===== config.mk =====
export PLATFORM = sky130hd
export DESIGN_NAME = ifm_fetch_ctrl
export DESIGN_NICKNAME = d
export VERILOG_FILES = /design/src/rtl/ifm_pkg.sv /design/src/rtl/ifm_addr_gen.sv /design/src/rtl/ifm_fetch_ctrl.sv
export SDC_FILE = /design/constraint.sdc
export NUM_CORES = 1
export LEC_CHECK = 0
export ABC_AREA = 1
export CORE_AREA = 3 3 60 62
export CTS_BUF_LIST = sky130_fd_sc_hd__clkbuf_16
export CTS_CLUSTER_DIAMETER = 60
export DETAILED_ROUTE_END_ITERATION = 7
export DIE_AREA = 0 0 63 65
export PLACE_DENSITY = 0.74
export SYNTH_ARGS = -nofsm -noshare
export SYNTH_HDL_FRONTEND = slang
export SYNTH_SLANG_ARGS = --single-unit

===== constraint.sdc =====
create_clock -name clk -period 2.5 [get_ports clk]
set_input_delay 0.25 -clock clk [delete_from_list [all_inputs] [get_ports clk]]
set_output_delay 0.25 -clock clk [all_outputs]
set_load 0.005 [all_outputs]

===== src/rtl/ifm_pkg.sv =====
// Shared definitions for the IFM fetch controller: FSM states, default
// window width and a width helper for derived counter sizes.
package ifm_pkg;

    typedef enum logic [2:0] {
        ST_IDLE,
        ST_FILL,
        ST_WAIT,
        ST_RUN,
        ST_DONE
    } ifm_state_e;

    localparam int unsigned IFM_TAPS_DEFAULT = 4;

    // Bits needed to represent values 0..v-1 (at least 1 bit).
    function automatic int unsigned clog2(input int unsigned v);
        int unsigned r;
        r = 0;
        for (int unsigned i = 0; i < 32; i++) begin
            if ((64'd1 << i) < 64'(v)) begin
                r = i + 1;
            end
        end
        return (r == 0) ? 1 : r;
    endfunction

endpackage


===== src/rtl/ifm_addr_gen.sv =====
// Row / fetch-column counters and incremental SRAM address generation.
// Addresses advance by one per fetch; a new row restarts at base + IMG_W,
// so no multiplier is needed.
module ifm_addr_gen
    import ifm_pkg::*;
#(
    parameter int unsigned IMG_W  = 16,
    parameter int unsigned IMG_H  = 16,
    parameter int unsigned TAPS   = IFM_TAPS_DEFAULT,
    parameter int unsigned ADDR_W = 8,
    parameter int unsigned FC_W   = 5,
    parameter int unsigned ROW_W  = 4
) (
    input  logic              clk,
    input  logic              rst,
    input  logic              clear_i,
    input  logic              fetch_i,
    input  logic              next_row_i,
    output logic [ADDR_W-1:0] mem_addr_o,
    output logic [FC_W-1:0]   fc_o,
    output logic [ROW_W-1:0]  row_o,
    output logic              fill_last_o,
    output logic              row_end_o,
    output logic              row_last_o
);

    logic [FC_W-1:0]   fc_q,   fc_d;
    logic [ROW_W-1:0]  row_q,  row_d;
    logic [ADDR_W-1:0] base_q, base_d;
    logic [ADDR_W-1:0] addr_q, addr_d;

    // Next-state for counters: frame clear, row advance, or per-fetch step.
    always_comb begin
        fc_d   = fc_q;
        row_d  = row_q;
        base_d = base_q;
        addr_d = addr_q;
        if (clear_i) begin
            fc_d   = '0;
            row_d  = '0;
            base_d = '0;
            addr_d = '0;
        end else if (next_row_i) begin
            fc_d   = '0;
            row_d  = row_q + ROW_W'(1);
            base_d = base_q + ADDR_W'(IMG_W);
            addr_d = base_q + ADDR_W'(IMG_W);
        end else if (fetch_i) begin
            fc_d   = fc_q + FC_W'(1);
            addr_d = addr_q + ADDR_W'(1);
        end
    end

    // Counter registers with synchronous reset.
    always_ff @(posedge clk) begin
        if (rst) begin
            fc_q   <= '0;
            row_q  <= '0;
            base_q <= '0;
            addr_q <= '0;
        end else begin
            fc_q   <= fc_d;
            row_q  <= row_d;
            base_q <= base_d;
            addr_q <= addr_d;
        end
    end

    assign mem_addr_o  = addr_q;
    assign fc_o        = fc_q;
    assign row_o       = row_q;
    assign fill_last_o = (fc_q == FC_W'(TAPS - 1));
    assign row_end_o   = (fc_q == FC_W'(IMG_W));
    assign row_last_o  = (row_q == ROW_W'(IMG_H - 1));

endmodule


===== src/rtl/ifm_fetch_ctrl.sv =====
// Sequences the TAPS-deep IFM shift buffer: fills it per row, presents
// windows to the PE array, refetches one pixel per accepted window and
// stalls on PE backpressure.
module ifm_fetch_ctrl
    import ifm_pkg::*;
#(
    parameter int unsigned IMG_W  = 16,
    parameter int unsigned IMG_H  = 16,
    parameter int unsigned TAPS   = IFM_TAPS_DEFAULT,
    parameter int unsigned ADDR_W = 8,
    parameter int unsigned IDX_W  = 4
) (
    input  logic              clk,
    input  logic              rst,
    input  logic              start_i,
    output logic              busy_o,
    output logic              done_o,
    output logic              mem_en_o,
    output logic [ADDR_W-1:0] mem_addr_o,
    output logic              ifm_read_o,
    output logic              win_valid_o,
    input  logic              win_ready_i,
    output logic [IDX_W-1:0]  win_row_o,
    output logic [IDX_W-1:0]  win_col_o
);

    localparam int unsigned FC_W  = clog2(IMG_W + 1);
    localparam int unsigned ROW_W = clog2(IMG_H);

    ifm_state_e        state_q, state_d;
    logic              ifm_read_q;
    logic              mem_en;
    logic              win_valid;
    logic              busy;
    logic              done;
    logic              clear;
    logic              next_row;
    logic [ADDR_W-1:0] addr;
    logic [FC_W-1:0]   fc;
    logic [ROW_W-1:0]  row;
    logic              fill_last;
    logic              row_end;
    logic              row_last;

    ifm_addr_gen #(
        .IMG_W  (IMG_W),
        .IMG_H  (IMG_H),
        .TAPS   (TAPS),
        .ADDR_W (ADDR_W),
        .FC_W   (FC_W),
        .ROW_W  (ROW_W)
    ) u_addr_gen (
        .clk         (clk),
        .rst         (rst),
        .clear_i     (clear),
        .fetch_i     (mem_en),
        .next_row_i  (next_row),
        .mem_addr_o  (addr),
        .fc_o        (fc),
        .row_o       (row),
        .fill_last_o (fill_last),
        .row_end_o   (row_end),
        .row_last_o  (row_last)
    );

    // State register and the one-cycle SRAM-latency shift strobe.
    always_ff @(posedge clk) begin
        if (rst) begin
            state_q    <= ST_IDLE;
            ifm_read_q <= 1'b0;
        end else begin
            state_q    <= state_d;
            ifm_read_q <= mem_en;
        end
    end

    // Next-state and control outputs; everything is forced low while rst is high.
    always_comb begin
        state_d   = state_q;
        mem_en    = 1'b0;
        win_valid = 1'b0;
        busy      = 1'b0;
        done      = 1'b0;
        clear     = 1'b0;
        next_row  = 1'b0;
        case (state_q)
            ST_IDLE: begin
                if (start_i) begin
                    clear   = 1'b1;
                    state_d = ST_FILL;
                end
            end
            ST_FILL: begin
                busy   = 1'b1;
                mem_en = 1'b1;
                if (fill_last) begin
                    state_d = ST_WAIT;
                end
            end
            // The last issued pixel shifts in this cycle and is visible next.
            ST_WAIT: begin
                busy    = 1'b1;
                state_d = ST_RUN;
            end
            ST_RUN: begin
                busy      = 1'b1;
                win_valid = 1'b1;
                if (win_ready_i) begin
                    if (!row_end) begin
                        mem_en  = 1'b1;
                        state_d = ST_WAIT;
                    end else if (!row_last) begin
                        next_row = 1'b1;
                        state_d  = ST_FILL;
                    end else begin
                        state_d = ST_DONE;
                    end
                end
            end
            ST_DONE: begin
                busy    = 1'b1;
                done    = 1'b1;
                state_d = ST_IDLE;
            end
            default: state_d = ST_IDLE;
        endcase
        if (rst) begin
            mem_en    = 1'b0;
            win_valid = 1'b0;
            busy      = 1'b0;
            done      = 1'b0;
            clear     = 1'b0;
            next_row  = 1'b0;
        end
    end

    assign busy_o      = busy;
    assign done_o      = done;
    assign mem_en_o    = mem_en;
    assign mem_addr_o  = rst ? '0 : addr;
    assign ifm_read_o  = ifm_read_q & ~rst;
    assign win_valid_o = win_valid;
    assign win_row_o   = win_valid ? IDX_W'(row) : '0;
    assign win_col_o   = win_valid ? IDX_W'(fc - FC_W'(TAPS)) : '0;

endmodule


==> impl_results.md, run 1 <==
- Setup violations, final: 0
- Vias in the first global route: about 1300
- Slew Limit Fails: 0
- Top Metal Used: met4
- Clock transition at path regs: 0.06 ns
- DRT met1 WL: between 1500 and 2000 um
- Post-Synth Simple-Gate Area: 0.392
- TritonCTS Buffers: 3
- Worst Path Max Fanout: 8
- Starting Density: 0.509
- RSZ-0062 raised after global routing: no
- Ys flop type: dfxtp_1
- Largest net degree at the start of global routing: 21
- Worst skew pair latency: between 0.2 and 0.3 ns
- Synth Area in XOR/XNOR: 0.0224
- Critical path arrival: roughly 1.8 ns
- Final hold viol count: 0
- Clock Tree Root: clkbuf_16
- Leak: roughly 0.79 nW
- Post-DR wirelength/cell: 10.4 um
- Hold endpoint: u_addr_gen.mem_addr_o[0]
- Reg2reg path depth: 7
- Post-synth top area share: 0.320
- Layout cells sized above 1: 0.0875
- Worst Clk Skew: between 0.002 and 0.003 ns
- Hold WC Path Type: flip-flop to flip-flop
- Final worst path period share: 0.833
- RePlAce Congestion: ~0.8
- Starting DRT DRC Count: about 110
- Least-Margin Pin Slew: a little over 0.4 ns
- Critical Path RT: roughly 2.3 ns
- Main combinational cell family by area after synthesis: simple AND/OR/NAND/NOR gates
- First-pass DRT Iterations: 4
- Multi-input gate area: 887 um^2
- Final min period: about 2.1 ns
- Htree depth: 1
- R2r startpoint: u_addr_gen.fc_o[2]
- Clk sinks: 25
- EDFF count, synth: 0
- Fmax: approximately 0.48 GHz
- Most numerous cell in the Yosys netlist: nand2_1
- Power Density: between 600 and 700 nW/um^2
- Yosys warns: 0
- Drt total wl: between 3000 and 4000 um
- DP HPWL: ~2500 um
- Rows: 20
- Seq. cell area: roughly 500 um^2
- Ant diodes: 0
- Post-Syn Area per Cell: 6.55 um^2
- Via count: between 1000 and 1500
- Setup TNS: 0 ns
- Die Y: roughly 65 um
- Grt total ovfl: 0
- Cell taking the most area after synthesis: dfxtp_1
- TritonCTS clock tree: done
- Synth top area cells: dfxtp_1 32%, nand2_1 15%, nor2_1 8.6%, inv_1 7.4%, nand3_1 6.4%
- R2R Setup Slk: ~0.66 ns
- Post-Synth Adder-Cell Area: 0.0560
- # IOs: 25
- Die X: approximately 63 um
- Crit path launch type: primary input
- Async S/R FF share, synth: 0
- Setup crit start: rst
- Register area share after synthesis: 0.320
- DR DRC count: 0
- Remaining antenna violation count: 0
- Die area: a little over 4000 um^2
- First-pass GRT wire length: around 5800 um
- Reg-to-Reg End: u_addr_gen.base_q[7]
- Core Area: 3080 um^2
- Maxcap violations: 0
- CTS-repair resized insts: 0
- Syn_nets: 250
- Max-slew headroom: 0.726
- Yosys reg bits: 25
- WL met2: roughly 1400 um
- Area grow syn2layout: 21.9%
- Gr usage total: 0.170
- Postcts setup bufs: 0
- Post-synth cell types: 27
- Metal3 WL: roughly 140 um
- CP endpoint kind: output pin
- Via density: approximately 4.9
- Total power draw: ~1.2 mW
- PortBufs: 24
- Run status: completed
- FILL cells: between 300 and 400
- Longest Clk Path Bufs: 2
- Max VDD drop: about 0.29 mV
- Hold Path Stages: 2
- Min-delay src: u_addr_gen.mem_addr_o[0]
- Mux contribution to synthesized area: 0
- Synthesized cell area: between 1500 and 2000 um^2
- Compound-Gate Fraction of Synth Area: 0.0959
- CP Class: primary input to output pin
- Syn Inst Count: 239
- Initial antenna violation count: 0
- Commonest cells post-synth: 63 x nand2_1, 36 x nor2_1, 31 x inv_1
- CTS Hold Bufs: 0
- NumNets Final: 275
[flip-flops by register name (all words and copies together), names as in the netlist]
name / flops
u_addr_gen.mem_addr_o: 8
u_addr_gen.row_o: 4
u_addr_gen.fc_o: 5
state_q: 3
ifm_read_q: 1
u_addr_gen.base_q: 4
[report_power, final]
part           internal [mW]  switching (mW)
clock                  0.217           0.143
sequential             0.432          0.0318
combinational          0.140           0.220
[kinds of logic (layout without fill, tap and decap cells)]
family,Yosys count,after routing
adders and majority gates,7,7
AOI/OAI and AO/OA,28,28
DFF,25,25
xor gates and xnor gates,4,4
and+or+nand+nor,135,135
buffers and inverters,40,64
[worst max path at each step]
| stage | depth (start not counted) | slack [ns] | endpoint |
|---|---|---|---|
| floorplan | 8 | 1.09 | u_addr_gen.mem_addr_o[3] |
| global placement | 5 | 0.47 | win_row_o[0] |
| detailed placement | 5 | 0.41 | win_col_o[2] |
| CTS | 5 | 0.41 | win_col_o[2] |
| global route | 6 | 0.29 | mem_en_o |
| finish | 5 | 0.42 | win_col_o[2] |
[per-layer routing]
layer | GRT usage | vias to the layer above
met5 | 0 | -
met4 | 0.0496 | 0
met3 | 0.0243 | 4
met2 | 0.279 | 31
met1 | 0.230 | 659
li1 | - | 801
[cell type report]
type / count / area share
flip-flops and latches: 25 / 0.262
repair buffers: 26 / 0.134
multi-input cells: 174 / 0.465
clock inverters: 1 / 0.00393
clock buffers: 3 / 0.0393
inverters: 34 / 0.0669
well taps: 44 / 0.0289
[metrics by stage]
stage	worst slack [ns]	instance area [um^2]	hold WS [ns]	instances	util
floorplan	1.09	1570	0.453	239	-
global placement	0.468	1830	0.470	303	0.593
detailed placement	0.408	1830	0.481	303	0.593
CTS	0.410	1910	0.492	307	0.620
global route	0.289	1910	0.522	307	0.620
finish	0.417	1910	0.488	307	0.620
[worst max-delay path, stage by stage]
cell             delay, ns
clkdlybuf4s50_1       0.57
nor2_1                0.21
inv_1                 0.16
nor2_1                0.13
clkdlybuf4s50_1       0.51
[cells in the final DEF (no fill, tap or decap), types with 2 or more instances in the layout]
cell type        instances
dfxtp_1                 25
inv_1                   31
nand2_1                 63
xor2_1                   3
nor3_1                   2
ha_1                     7
o21ai_0                  7
clkbuf_16                3
clkdlybuf4s50_1         24
nor2_1                  36
nand3_1                 20
nor2_2                   2
a21oi_1                 16
nand4_1                  2
buf_4                    2
nand3_2                  4
inv_2                    3
o21ai_1                  2
nand2_2                  3
Note: power is estimated with default switching activity, not from simulation.
==> run 2: changes to the inputs <==
Settings changed: CORE_AREA 3 3 60 62 to 3 3 62 64, DIE_AREA 0 0 63 65 to 0 0 65 67, PLACE_DENSITY 0.74 to 0.73.
Clock period 2.5 ns to 1.9 ns, I/O delays scaled along.
==> run 2 against run 1 <==
Power is 33% higher. Combinational power is 35% higher. Routed wire length is 4.8% higher. Critical endpoint is now busy_o.
==> impl_results.md, run 2 (synthesized netlist as in run 1, its figures left out) <==
- Crit-path cells: inv_2 -> buf_4 -> nand2_1 -> nand2_1 -> a21oi_1 -> clkdlybuf4s50_1
- CP endpoint kind: output pin
- Commonest non-fill, non-tap cell in the layout: nand2_1
- Slew Limit Fails: 0 (unchanged)
- Worst Path Max Fanout: 5 (-3)
- Critical Path Max Stage Delay: 0.52 ns (-0.05 ns)
- Clk sinks: 25 (unchanged)
- Die Y: 67 um (+3.1%)
- Initial antenna violation count: 0 (unchanged)
- Finished Core Util: 0.602 (-0.0181)
- R2R Setup Slk: 0.32 ns (-0.34 ns)
- PortBufs: 24 (unchanged)
- NumNets Final: 286 (+4.0%)
- Worst Clk Skew: 0.00233 ns (-0.000456 ns)
- Max VDD drop: 0.329 mV (+13%)
- Setup violations, final: 0 (unchanged)
- Final worst-path setup slack: 0.0814 ns (-0.336 ns)
- Rows: 21 (+5.0%)
- R2r startpoint: u_addr_gen.fc_o[3]
- Clock transition at path regs: 0.06 ns (about the same)
- Max-slew headroom: 0.722 (-0.00322)
- Vias in the first global route: 1365 (+2.1%)
- Drt total wl: 3340 um (+4.8%)
- Longest Clk Path Bufs: 2 (unchanged)
- Critical Path RT: 1.71 ns (-0.54 ns)
- Htree depth: 1 (unchanged)
- Reg-to-Reg End: u_addr_gen.base_q[7]
- Fmax: 0.550 GHz
- TritonCTS clock tree: done
- Crit-path slowest cell: clkdlybuf4s50_1
- Most frequent cell on the critical path: nand2_1
- Least-Margin Pin Slew: 0.415 ns (+0.00377 ns)
- Starting DRT DRC Count: 82 (-27%)
- Critical path arrival: 1.63 ns (-0.20 ns)
- Core Area: 3340 um^2 (+8.4%)
- Remaining antenna violation count: 0 (unchanged)
- Final min period: roughly 1.8 ns
- Ant diodes: 0 (unchanged)
- Die X: 65 um (+3.2%)
- Leak: 0.898 nW (+13%)
- Final worst path period share: 0.957
- DR DRC count: 0 (unchanged)
- Largest net degree at the start of global routing: 16 (-24%)
- Starting Density: 0.469 (-0.0395)
- RSZ-0062 raised after global routing: yes
- Worst skew pair latency: 0.26 ns (about the same)
- Max reg flops: 8 (unchanged)
- Maxcap violations: 0 (unchanged)
- RePlAce Congestion: 0.886 (+7.8%)
- CP bufs+invs: 3 (unchanged)
- Power Density: 786 nW/um^2 (+27%)
- Hold WC Path Type: primary input to flip-flop
- Area grow syn2layout: 28.3%
- Most frequent cells in the layout: 63 x nand2_1, 35 x nor2_1, 30 x inv_1
- Setup crit start: state_q[2]
- DP HPWL: 2560 um (+4.3%)
- Via count: 1512 (+1.1%)
- Critical Path Sink: busy_o
- Run status: completed
- Post-DR wirelength/cell: 10.5 um (+0.54%)
- Crit path launch type: flip-flop
- Reg2reg path depth: 8 (+1)
- Total power draw: 1.58 mW (+33%)
- Final hold viol count: 0 (unchanged)
- Setup TNS: 0 ns (unchanged)
- CP Depth: 6 (+1)
- TritonCTS Buffers: 3 (unchanged)
- Gr usage total: 0.167 (-0.00248)
- Layout cells sized above 1: 0.150 (+0.0622)
- Pre-CTS setup slack: 0.0585 ns (-0.350 ns)
- CP delay by family, top: buffers and inverters
- Via density: 4.73 (-3.0%)
- Clock Tree Root: clkbuf_16
- First-pass DRT Iterations: 4 (unchanged)
- Grt total ovfl: 0 (unchanged)
- First-pass GRT wire length: 5770 um (+0.24%)
- CP Class: flip-flop to output pin
- # IOs: 25 (unchanged)
- Die area: 4360 um^2 (+6.3%)
==> run 2: cell types whose count changed in the layout (fill, tap and decap cells not counted), sizes merged <==
cell,delta
clkdlybuf4s50,-4
buf,+11
dlygate4sd2,+1
dlymetal6s2s,+3
==> run 2: worst reg2reg max path, cell delays in order, from the launching register on <==
cell and delay (ns):
dfxtp_2 0.33, inv_1 0.08, ha_1 0.18, nand3_2 0.13, nor2_2 0.17, nand3_2 0.09, buf_4 0.18, nand2_2 0.18
o21ai_0 0.11
==> run 2: how the worst min path moves through the flow <==
stage | from | end | slack (ns) | cells past startpoint
6_report | rst | state_q[0] | 0.31 | 3
3_3_place_gp | u_addr_gen.mem_addr_o[0] | u_addr_gen.mem_addr_o[0] | 0.47 | 2
2_1_floorplan | rst | state_q[0] | 0.39 | 2
5_1_grt | rst | state_q[0] | 0.34 | 3
3_5_place_dp | u_addr_gen.mem_addr_o[3] | u_addr_gen.mem_addr_o[3] | 0.48 | 2
4_1_cts | u_addr_gen.fc_o[3] | u_addr_gen.fc_o[3] | 0.48 | 2
==> run 2: through the flow <==
stage / area, um^2 / hold slack [ns] / instances
2_1_floorplan: 1570 / 0.393 / 239
3_3_place_gp: 1890 / 0.472 / 313
3_5_place_dp: 1890 / 0.479 / 313
4_1_cts: 1980 / 0.476 / 318
5_1_grt: 2010 / 0.336 / 320
6_report: 2010 / 0.314 / 320
==> run 2: layer usage <==
| layer | routed length [um] | vias up | global-route usage |
|---|---|---|---|
| met1 | 1660 | 675 | 0.212 |
| met2 | 1550 | 20 | 0.287 |
| met3 | 88 | 5 | 0.0320 |
| li1 | - | 812 | - |
| met5 | 0 | - | 0 |
| met4 | 39 | 0 | 0.0475 |
==> run 2: where the power goes <==
group / switching [mW] / internal [mW] / leakage, nW
clock: 0.192 / 0.286 / 0.0371
combinational: 0.291 / 0.195 / 0.657
sequential: 0.0417 / 0.572 / 0.204
==> run 2: repair_timing <==
action	in CTS	in global routing
setup buffers	1	2
endpoints found under the setup margin	7	10
hold buffers	0	0
gates resized for setup	7	4
==> run 2: layout make-up <==
cell class	count	area [um^2]
Tap cell	46	57.6
Multi-Input combinational cell	174	890
Timing Repair Buffer	37	344
Inverter	34	128
Fill cell	333	1330
Clock inverter	1	7.51
Clock buffer	3	75.1
Sequential cell	25	507
